===== src/rtl/rv_serdes_pkg.sv =====
// rv_serdes_pkg: shared state types and counter sizing for rv_serdes_interface
package rv_serdes_pkg;

    typedef enum logic {RD_IDLE, RD_SEND} rd_state_t;
    typedef enum logic {WR_COLLECT, WR_UPDATE} wr_state_t;

    function automatic int cnt_width(input int n);
        return n > 1 ? $clog2(n) : 1;
    endfunction

endpackage


===== src/rtl/rv_beat_counter.sv =====
// rv_beat_counter: beat index within a word, wrapping to 0 after the last beat
module rv_beat_counter
    import rv_serdes_pkg::*;
#(
    parameter int NUM_BEATS = 4
) (
    input  logic                            clk_i,
    input  logic                            rst_i,
    input  logic                            clear_i,
    input  logic                            inc_i,
    output logic [cnt_width(NUM_BEATS)-1:0] count_o,
    output logic                            last_o
);

    localparam int CW = cnt_width(NUM_BEATS);

    logic [CW-1:0] count_q, count_d;

    assign count_o = count_q;
    assign last_o  = count_q == CW'(NUM_BEATS - 1);

    // clear wins over increment; increment on the last beat wraps
    always_comb begin
        count_d = clear_i ? '0 : (inc_i ? (last_o ? '0 : count_q + 1'b1) : count_q);
    end

    // counter register
    always_ff @(posedge clk_i or posedge rst_i) begin
        if (rst_i) count_q <= '0;
        else       count_q <= count_d;
    end

endmodule


===== src/rtl/rv_serdes_interface.sv =====
// rv_serdes_interface: register <-> beat-stream width converter; RV_SERDES_CHANGE_QUEUE_EN queues CHANGE_I seen mid-read
module rv_serdes_interface
    import rv_serdes_pkg::*;
#(
    parameter int BEAT_WIDTH = 8,
    parameter int REG_WIDTH  = 32
) (
    input  logic                  CLK_I,
    input  logic                  RST_I,
    input  logic                  READ_ENABLE_I,
    input  logic                  READ_READY_I,
    output logic                  READ_VALID_O,
    output logic [BEAT_WIDTH-1:0] READ_DATA_O,
    output logic                  READ_LAST_O,
    input  logic                  WRITE_ENABLE_I,
    output logic                  WRITE_READY_O,
    input  logic                  WRITE_VALID_I,
    input  logic [BEAT_WIDTH-1:0] WRITE_DATA_I,
    output logic                  UPDATE_O,
    output logic [REG_WIDTH-1:0]  DATA_O,
    input  logic                  CHANGE_I,
    input  logic [REG_WIDTH-1:0]  DATA_I
);

    localparam int NUM_BEATS = REG_WIDTH / BEAT_WIDTH;
    localparam int CW        = cnt_width(NUM_BEATS);

    if (REG_WIDTH % BEAT_WIDTH != 0) begin : g_width_chk
        $error("REG_WIDTH must be a multiple of BEAT_WIDTH");
    end

    rd_state_t            rd_state_q, rd_state_d;
    wr_state_t            wr_state_q, wr_state_d;
    logic [REG_WIDTH-1:0] shadow_q, shadow_d;
    logic [REG_WIDTH-1:0] asm_q, asm_d;
    logic [REG_WIDTH-1:0] data_q, data_d;
    logic                 rd_clear, rd_inc, rd_last, wr_acc, wr_last;
    logic [CW-1:0]        rd_cnt, wr_cnt;
`ifdef RV_SERDES_CHANGE_QUEUE_EN
    logic                 pend_q, pend_d;
`endif

    assign DATA_O = data_q;

    rv_beat_counter #(.NUM_BEATS(NUM_BEATS)) u_rd_cnt (
        .clk_i(CLK_I), .rst_i(RST_I), .clear_i(rd_clear), .inc_i(rd_inc),
        .count_o(rd_cnt), .last_o(rd_last)
    );

    rv_beat_counter #(.NUM_BEATS(NUM_BEATS)) u_wr_cnt (
        .clk_i(CLK_I), .rst_i(RST_I), .clear_i(1'b0), .inc_i(wr_acc),
        .count_o(wr_cnt), .last_o(wr_last)
    );

    // read FSM: snapshot DATA_I on a trigger, then stream it LSB-first
    always_comb begin
        rd_state_d   = rd_state_q;
        shadow_d     = shadow_q;
        rd_clear     = 1'b0;
        rd_inc       = 1'b0;
        READ_VALID_O = 1'b0;
        READ_DATA_O  = '0;
        READ_LAST_O  = 1'b0;
`ifdef RV_SERDES_CHANGE_QUEUE_EN
        pend_d       = pend_q;
`endif
        if (rd_state_q == RD_IDLE) begin
            if ((READ_ENABLE_I && READ_READY_I) || CHANGE_I) begin
                shadow_d   = DATA_I;
                rd_clear   = 1'b1;
                rd_state_d = RD_SEND;
            end
        end else begin
            READ_VALID_O = 1'b1;
            READ_DATA_O  = shadow_q[int'(rd_cnt) * BEAT_WIDTH +: BEAT_WIDTH];
            READ_LAST_O  = rd_last;
            rd_inc       = READ_READY_I;
`ifdef RV_SERDES_CHANGE_QUEUE_EN
            if (READ_READY_I && rd_last) begin
                if (pend_q || CHANGE_I) begin
                    shadow_d = DATA_I;
                    rd_clear = 1'b1;
                end else begin
                    rd_state_d = RD_IDLE;
                end
                pend_d = 1'b0;
            end else if (CHANGE_I) begin
                pend_d = 1'b1;
            end
`else
            if (READ_READY_I && rd_last) rd_state_d = RD_IDLE;
`endif
        end
    end

    // write FSM: assemble beats, publish the word with a one-cycle update bubble
    always_comb begin
        wr_state_d    = wr_state_q;
        asm_d         = asm_q;
        data_d        = data_q;
        wr_acc        = 1'b0;
        WRITE_READY_O = 1'b0;
        UPDATE_O      = 1'b0;
        if (wr_state_q == WR_COLLECT) begin
            WRITE_READY_O = WRITE_ENABLE_I && !RST_I;
            wr_acc        = WRITE_VALID_I && WRITE_READY_O;
            if (wr_acc) begin
                asm_d[int'(wr_cnt) * BEAT_WIDTH +: BEAT_WIDTH] = WRITE_DATA_I;
                if (wr_last) begin
                    data_d     = asm_d;
                    wr_state_d = WR_UPDATE;
                end
            end
        end else begin
            UPDATE_O   = 1'b1;
            wr_state_d = WR_COLLECT;
        end
    end

    // state and datapath registers
    always_ff @(posedge CLK_I or posedge RST_I) begin
        if (RST_I) begin
            rd_state_q <= RD_IDLE;
            wr_state_q <= WR_COLLECT;
            shadow_q   <= '0;
            asm_q      <= '0;
            data_q     <= '0;
`ifdef RV_SERDES_CHANGE_QUEUE_EN
            pend_q     <= 1'b0;
`endif
        end else begin
            rd_state_q <= rd_state_d;
            wr_state_q <= wr_state_d;
            shadow_q   <= shadow_d;
            asm_q      <= asm_d;
            data_q     <= data_d;
`ifdef RV_SERDES_CHANGE_QUEUE_EN
            pend_q     <= pend_d;
`endif
        end
    end

endmodule


===== config.mk =====
export PLATFORM = sky130hd
export DESIGN_NAME = rv_serdes_interface
export DESIGN_NICKNAME = d
export VERILOG_FILES = /design/src/rtl/rv_serdes_pkg.sv /design/src/rtl/rv_beat_counter.sv /design/src/rtl/rv_serdes_interface.sv
export SDC_FILE = /design/constraint.sdc
export NUM_CORES = 1
export LEC_CHECK = 0
export CELL_PAD_IN_SITES_DETAIL_PLACEMENT = 1
export CELL_PAD_IN_SITES_GLOBAL_PLACEMENT = 1
export CORE_UTILIZATION = 35
export DETAILED_ROUTE_END_ITERATION = 8
export PLACE_DENSITY = 0.69
export SLEW_MARGIN = 20
export SYNTH_ARGS = -nofsm -noshare
export SYNTH_HDL_FRONTEND = slang
export SYNTH_HIERARCHICAL = 1
export SYNTH_SLANG_ARGS = --single-unit
export TNS_END_PERCENT = 1

===== constraint.sdc =====
create_clock -name CLK_I -period 9.8 [get_ports CLK_I]
set_input_delay 1.96 -clock CLK_I [delete_from_list [all_inputs] [get_ports CLK_I]]
set_output_delay 1.96 -clock CLK_I [all_outputs]
set_load 0.02 [all_outputs]

# Word-level counts from Yosys, hierarchy flattened
# Index checks and enable logic that the tools add are counted.
[classes]
addsub = 3
eq_ne = 2
shift = 3
mux = 19
bitwise_logic = 2
reduce_logical = 10
[ops]
columns = ["cell", "n"]
rows = [
  ["5-bit negator with 33-bit output", 1],
  ["8-bit by 33-bit variable shift with 32-bit output (first input constant)", 1],
  ["8-bit by 33-bit variable part select with 32-bit output", 1],
  ["32-bit bitwise mux", 1],
  ["32-bit by 6-bit variable part select with 8-bit output", 1],
  ["1-bit two-way mux", 13],
  ["2-bit two-way mux", 4],
  ["8-bit two-way mux", 1],
  ["2-bit by 1-bit adder with 2-bit output (second input constant)", 2],
  ["2-bit equality test (second input constant)", 2],
  ["1-bit logical AND", 4],
  ["2-bit AND reduction", 2],
  ["3-bit AND reduction", 1],
  ["1-bit inverter", 2],
  ["2-bit nonzero test", 1],
  ["1-bit zero test", 1],
  ["1-bit logical OR", 1],
]
[totals]
regBits = 102
out_inout_bits = 44

# Logic depth before layout (Yosys ltp)
# Gate-level depths: netlist of the first run.
[logic_depth]
depth_word = 5
ltp_mapped = 7
depth_no_buf = 5

# Modules after synthesis
# Netlist of the first run, hierarchy kept.
[by_module_without_submodules]
columns = ["mod", "n_inst", "cells_per_inst", "area_per_inst_um2", "seq_area_each_um2"]
rows = [
  ["rv_serdes_interface", 1, 370, 4534.3, 2452.4],
  ["rv_beat_counter", 2, 9, 103.8, 50.0],
]

# Least setup slack after synthesis of the first run
# No wires, ideal clock.
[synth_timing]
path_type = "input port to output port"
from = "in WRITE_ENABLE_I"
to = "out WRITE_READY_O"
arrival_ps = 2481
required_time_ps = 7840
setup_slack_ps = 5359
path_stages = 1
path_cell_list = "nor3b_1"
[synth_between]
elab_chain_cells = 2
[synth_lines]
columns = ["element", "line", "rtl"]
rows = [
  ["from (decl)", "rv_serdes_interface.sv:15", "input logic WRITE_ENABLE_I,"],
  ["1-bit logical AND", "rv_serdes_interface.sv:105", "WRITE_READY_O = WRITE_ENABLE_I && !RST_I;"],
  ["1-bit two-way mux", "rv_serdes_interface.sv:104", "if (wr_state_q == WR_COLLECT) begin"],
  ["to (decl)", "rv_serdes_interface.sv:16", "output logic WRITE_READY_O,"],
]
# Every way passes these cells.

# Worst setup path after layout of the first run
[layout_timing]
from = "in RST_I"
to = "out WRITE_READY_O"
[layout_between]
elab_chain_cells = 3
[layout_lines]
columns = ["element", "line", "rtl"]
rows = [
  ["from (decl)", "rv_serdes_interface.sv:9", "input logic RST_I,"],
  ["1-bit zero test (no line)", "n/a", ""],
  ["1-bit logical AND", "rv_serdes_interface.sv:105", ""],
  ["1-bit two-way mux", "rv_serdes_interface.sv:104", ""],
]
# Every way passes these cells.

==> flow_summary_export.csv, run 1 <==
group,metric,value,unit
status,status,"finished, final reports clean",
die,die-height,118.4,um
place,hpwl,7986,um
cts,post_cts_buffers,0,
timing,hold_viol,0,
global_routing,grt_max_degree,66,
final_layout,diodes,0,
timing,slew_headroom,0.4349,
route,wl,12360,um
min_path,min_from,"asm_q[28]$_DFFE_PP0P_",
die,initial_utilization,0.3581,
job,maxCapViolations,0,
worst_setup_path,ff2ff_path_depth,5,
synth,netlist_area,4742,um^2
cts,cts_hold_buf,0,
synth,netlist.area_leader.share,0.5383,
final_layout,fin_nets,514,
worst_setup_path,path_max_fanout,5,
synth,ys_seq_area_frac,0.5383,
min_path,holdPathStages,1,
synth,ys_ff_latch,102,
cts,clk_path_buf_depth,2,
worst_setup_path,setup.worst_path.end_class,"output pin",
timing,tightest_slew,0.8476,ns
timing,slew_violations,0,
synth,ys_types,41,
route,ant_nets,0,
route,wl_per_cell,19.29,um
route,vias_per_cell,5.379,
die,row_count,42,
die,die-area,14020,um^2
timing,setup_tns,0,ns
cts,cts_resized,0,
worst_setup_path,required,7.84,ns
power,power_density,219.1,nW/um^2
cts,clkLatencyLatePin,0.35,ns
worst_setup_path,arrival,3.36,ns
die,fp.dieW,118.4,um
final_layout,area_delta_synth_final,25.59,%
worst_setup_path,start_kind,"input port",
cts,clk_pin_slew,0.07,ns
synth,synth_top_area_cell,"dfrtp_1",
synth,syn_inst,388,
timing,max_freq,187.9,MHz
die,io_pins,91,
timing,finClkSkew,0.007255,ns
place,port_buffers,90,
worst_setup_path,worstReg2RegEnd,"asm_q[3]$_DFFE_PP0P_",
global_routing,gr-usage-all-layers,0.1881,
timing,period_needed,5.321,ns
synth,yosysWarnings,6,
cts,ctsHtreeMaxLevel,3,
global_routing,antenna_found_initial,0,
cts,cts.sinks,102,
synth,netlist_top_cells_area,"dfrtp_1 (54%), mux2_2 (7.6%), a21oi_1 (6.3%), a22o_1 (5.9%), mux4_2 (3.8%)",
power,ir_drop,0.1048,mV
cts,cts_buffers,9,
cts,cts-root-buf,"clkbuf_16",
timing,setup_violations,0,
power,leakagePower,2.483,nW
final_layout,drive_above_1_share,0.1462,
worst_setup_path,ff2ff_setup_slack,7.03,ns
route,drc_errors,0,
timing,final.period_utilization,0.5430,
die,core_area,13240,um^2
timing,rsz0062_at_grt,"no",
place,globalplace.congestion,0.7520,
route,drtIter0Drc,250,
min_path,hold-path-endpoint,"asm_q[28]$_DFFE_PP0P_",
worst_setup_path,timing.rr.start,"u_wr_cnt/count_o[0]$_DFFE_PP0P_",
global_routing,grt-ovfl-total,0,
global_routing,first_global_vias,3723,
timing,hold-worst-slack,0.5023,ns
synth,synth.avg_cell_area,12.22,um^2
global_routing,grt_pass1_wl,20440,um
route,dr.pass1.iters,4,
route,vias,3448,
min_path,hold_class,"reg -> reg",
worst_setup_path,path_class,"in -> out",
cts,cts_tree,"done",
==> report_power, final <==
part	total [W]	switching (W)	internal, W
Combinational	0.000374	0.000148	0.000226
Clock	0.000370	0.000158	0.000212
Sequential	0.000561	0.0000594	0.000501
Total	0.00130	0.000365	0.000940
==> sequential cells by signal, indices dropped and copies added, names as in the netlist <==
| name | count |
|---|---|
| shadow_q | 32 |
| DATA_O | 32 |
| asm_q | 32 |
| u_rd_cnt/count_o | 2 |
| wr_state_q | 1 |
| u_wr_cnt/count_o | 2 |
| rd_state_q | 1 |
==> routing by layer <==
| metal | routed length (um) | vias up | track usage |
|---|---|---|---|
| met5 | 0 | - | 0 |
| met4 | 290 | 0 | 0.07358 |
| met3 | 653 | 16 | 0.05454 |
| met2 | 5754 | 113 | 0.2890 |
| met1 | 5665 | 1763 | 0.2506 |
| li1 | - | 1556 | - |
==> cell families (layout without fill, tap and decap cells) <==
family          Yosys count  after routing  share of synthesized area
compound gates          116            116                     0.1580
buf+inv                  42            118                    0.05831
mux                      42             42                     0.1182
flops                   102            102                     0.5383
simple gates             78             78                     0.1079
fa+ha+maj                 7              7                    0.01847
other cells               1              2                  0.0007908
==> metrics by stage <==
stage,cell area [um^2],utilization,total power [W],std cells,setup slack (ns)
4_1_cts,5956,0.4497,0.001325,641,4.458
6_report,5956,0.4497,0.001305,641,4.479
3_3_place_gp,5653,0.4269,0.0009358,625,4.526
3_5_place_dp,5653,0.4269,0.0009489,625,4.459
2_1_floorplan,4746,-,0.0008095,389,5.278
5_1_grt,5956,0.4497,0.001371,641,4.435
==> critical path, stage by stage <==
cell	delay [ns]
clkdlybuf4s50_1	0.52
nor3b_1	0.25
clkdlybuf4s50_1	0.64
==> cell usage in the layout (no fill, tap or decap), types with 2 or more instances in the layout <==
master,Yosys,final
dfrtp_1,102,102
clkdlybuf4s50_1,0,90
a21oi_1,60,60
a22o_1,32,32
mux2_2,32,32
a31oi_1,16,16
and2_1,13,13
nand2b_1,11,11
nor2b_1,11,11
nand2_1,10,10
clkbuf_16,0,9
mux4_2,8,8
ha_1,7,7
nand3_1,6,6
inv_1,7,6
a32oi_1,5,5
nand3b_1,5,5
nand4_1,5,5
buf_4,7,4
and4bb_1,2,2
clkbuf_8,0,2
clkbuf_1,8,2
or3b_1,2,2
a21oi_2,2,2
mux2i_1,2,2
nor2_1,2,2
conb_1,1,2
==> worst max-delay path by stage <==
stage / slack (ns) / end / start
floorplan: 5.28 / DATA_O[0]$_DFFE_PP0P_ / RST_I
global placement: 4.53 / WRITE_READY_O / RST_I
detailed placement: 4.46 / WRITE_READY_O / RST_I
CTS: 4.46 / WRITE_READY_O / RST_I
global route: 4.43 / WRITE_READY_O / RST_I
finish: 4.48 / WRITE_READY_O / RST_I
==> final cells by class <==
type                    instances  area [um^2]
fillers                      1407         7287
flip-flops and latches        102         2552
multi-input cells             245         1917
repair buffers                 94        930.9
clock buffers                  13        260.3
well taps                     176        220.2
clock inverters                 3        42.54
inverters                       8        32.53
==> cell usage after synthesis <==
| library cell | number |
|---|---|
| nor2b_1 | 11 |
| a21oi_2 | 2 |
| and3_1 | 1 |
| nand2b_1 | 11 |
| and4bb_1 | 2 |
| ha_1 | 7 |
| nand2_1 | 10 |
| conb_1 | 1 |
| and3b_2 | 1 |
| buf_4 | 7 |
| a22o_1 | 32 |
| nand4_1 | 5 |
| and3_4 | 1 |
| and3b_1 | 1 |
| mux4_2 | 8 |
| nand3b_1 | 5 |
| inv_1 | 7 |
| clkdlybuf4s25_2 | 8 |
| nor2_1 | 2 |
| a32oi_1 | 5 |
| nand2_2 | 1 |
| or3b_1 | 2 |
| clkbuf_1 | 8 |
| nor3b_2 | 1 |
| mux2i_1 | 2 |
| and4_1 | 1 |
| buf_2 | 7 |
| a31oi_1 | 16 |
| and2_1 | 13 |
| a21oi_1 | 60 |
| mux2_2 | 32 |
| clkinv_1 | 1 |
| nor3b_1 | 1 |
| dfrtp_1 | 102 |
| a22oi_1 | 1 |
| nor2_2 | 1 |
| buf_6 | 3 |
| nand3_1 | 6 |
| and4bb_2 | 1 |
| and4bb_4 | 1 |
| buf_8 | 1 |
Power figures use the tool's default switching activity.
==> run 2, diff against run 1 <==
- clock period: 9.8 -> 5.2 ns (I/O delays scaled with it)
==> flow_summary_export.csv, run 2 (synthesis results as in run 1) <==
group,metric,value,unit
final_layout,fill_cells,1422,
place,hpwl,8034,um
timing,finClkSkew,0.007112,ns
worst_setup_path,setup.worst_path.end_class,"output pin",
final_layout,diodes,0,
die,die-height,118.4,um
final_layout,layout_common_cells,"dfrtp_1 (102), clkdlybuf4s50_1 (90), a21oi_1 (60)",
cts,cts_hold_buf,0,
final_layout,area_delta_synth_final,26.02,%
place,globalplace.congestion,0.7517,
final_layout,multi_input_area,1917,um^2
timing,max_freq,289.3,MHz
worst_setup_path,crit_chain,"clkdlybuf4s50_1, nor3b_1, clkdlybuf4s50_1",
final_layout,fin_cells,640,
worst_setup_path,path_class,"in -> out",
timing,slew_headroom,0.4325,
die,row_count,42,
route,dr.pass1.iters,6,
route,vias,3399,
cts,cts.sinks,102,
die,initial_utilization,0.3581,
cts,clk_pin_slew,0.07,ns
worst_setup_path,start_kind,"input port",
cts,clkLatencyLatePin,0.35,ns
power,power_density,417.3,nW/um^2
worst_setup_path,arrival,2.42,ns
timing,slew_violations,0,
global_routing,grt-ovfl-total,0,
worst_setup_path,cp_num_buf_inv,2,
timing,setup_violations,0,
global_routing,gr-usage-all-layers,0.1839,
die,core_area,13240,um^2
final_layout,drive_above_1_share,0.1487,
die,io_pins,91,
cts,post_cts_buffers,0,
job,maxCapViolations,0,
die,fp.dieW,118.4,um
worst_setup_path,slowest_stage,"clkdlybuf4s50_1",
worst_setup_path,cpPeakStageDelay,0.63,ns
cts,clk_path_buf_depth,2,
status,status,"finished, final reports clean",
cts,ctsHtreeMaxLevel,3,
power,leakagePower,2.488,nW
worst_setup_path,cp_common_cell,"clkdlybuf4s50_1",
final_layout,final_common_cell,"dfrtp_1",
cts,cts_buffers,9,
min_path,hold_class,"reg -> reg",
route,drc_errors,0,
timing,period_needed,3.457,ns
cts,cts_tree,"done",
global_routing,grt_max_degree,68,
timing,rsz0062_at_grt,"no",
place,port_buffers,90,
global_routing,grt_pass1_wl,19950,um
final_layout,final-seq-area,2552,um^2
route,vias_per_cell,5.311,
cts,cts_resized,0,
worst_setup_path,path_max_fanout,5,
worst_setup_path,path_delay_family,"buffers and inverters",
timing,setup_tns,0,ns
die,die-area,14020,um^2
route,wl_per_cell,18.98,um
timing,tightest_slew,0.8513,ns
route,wl,12150,um
timing,final.period_utilization,0.6648,
global_routing,antenna_found_initial,0,
route,ant_nets,0,
worst_setup_path,required,4.16,ns
place,place_inst,625,
global_routing,first_global_vias,3629,
final_layout,fin_nets,514,
power,ir_drop,0.2616,mV
timing,hold_viol,0,
route,drtIter0Drc,154,
cts,cts-root-buf,"clkbuf_16",
## run 2: changes by cell type in the layout (fill, tap and decap cells not counted), sizes merged
| cell | delta |
|---|---|
| clkbuf | -3 |
| bufinv | +1 |
| clkinvlp | +1 |
## run 2: worst paths after layout
kind,startpoint,endpoint,slack [ns],cells past startpoint
min in group asynchronous,RST_I,u_rd_cnt/count_o[0]$_DFFE_PP0P_,1.03,2
worst min register to register,asm_q[2]$_DFFE_PP0P_,asm_q[2]$_DFFE_PP0P_,0.50,1
worst max-delay path,RST_I,WRITE_READY_O,1.74,3
worst min-delay path,asm_q[2]$_DFFE_PP0P_,asm_q[2]$_DFFE_PP0P_,0.50,1
worst max register to register,u_wr_cnt/count_o[0]$_DFFE_PP0P_,asm_q[0]$_DFFE_PP0P_,2.41,5
max in group asynchronous,RST_I,shadow_q[31]$_DFFE_PP0P_,2.95,3
## run 2: layout make-up
type                            instances  share of cell area
Sequential cell                       102              0.4271
Multi-Input combinational cell        245              0.3208
Timing Repair Buffer                   94              0.1558
Clock inverter                          5             0.01403
Inverter                                8            0.005444
Tap cell                              176             0.03685
Clock buffer                           10             0.03999
## run 2: stage by stage
step | utilization | hold WS, ns | area (um^2) | power (W) | setup slack [ns]
after floorplan | - | 0.4582 | 4746 | 0.001526 | 1.598
after global placement | 0.4269 | 0.4763 | 5653 | 0.001764 | 1.780
after detailed placement | 0.4269 | 0.4774 | 5653 | 0.001791 | 1.721
after CTS | 0.4512 | 0.4993 | 5976 | 0.002534 | 1.700
after global routing | 0.4512 | 0.5130 | 5976 | 0.002624 | 1.646
final | 0.4512 | 0.4970 | 5976 | 0.002494 | 1.743
## run 2: where the power goes
group	total [W]	switching [W]	leakage (nW)	internal, W
Sequential	0.00106	0.000113	1.34	0.000945
Combinational	0.000708	0.000281	0.994	0.000427
Clock	0.000728	0.000295	0.151	0.000433
## run 2: layer usage
| metal | wire, um | track usage | up-vias |
|---|---|---|---|
| met5 | 0 | 0 | - |
| met4 | 160 | 0.04351 | 0 |
| met3 | 561 | 0.05212 | 10 |
| met2 | 5766 | 0.2960 | 90 |
| met1 | 5659 | 0.2454 | 1737 |
| li1 | - | - | 1562 |
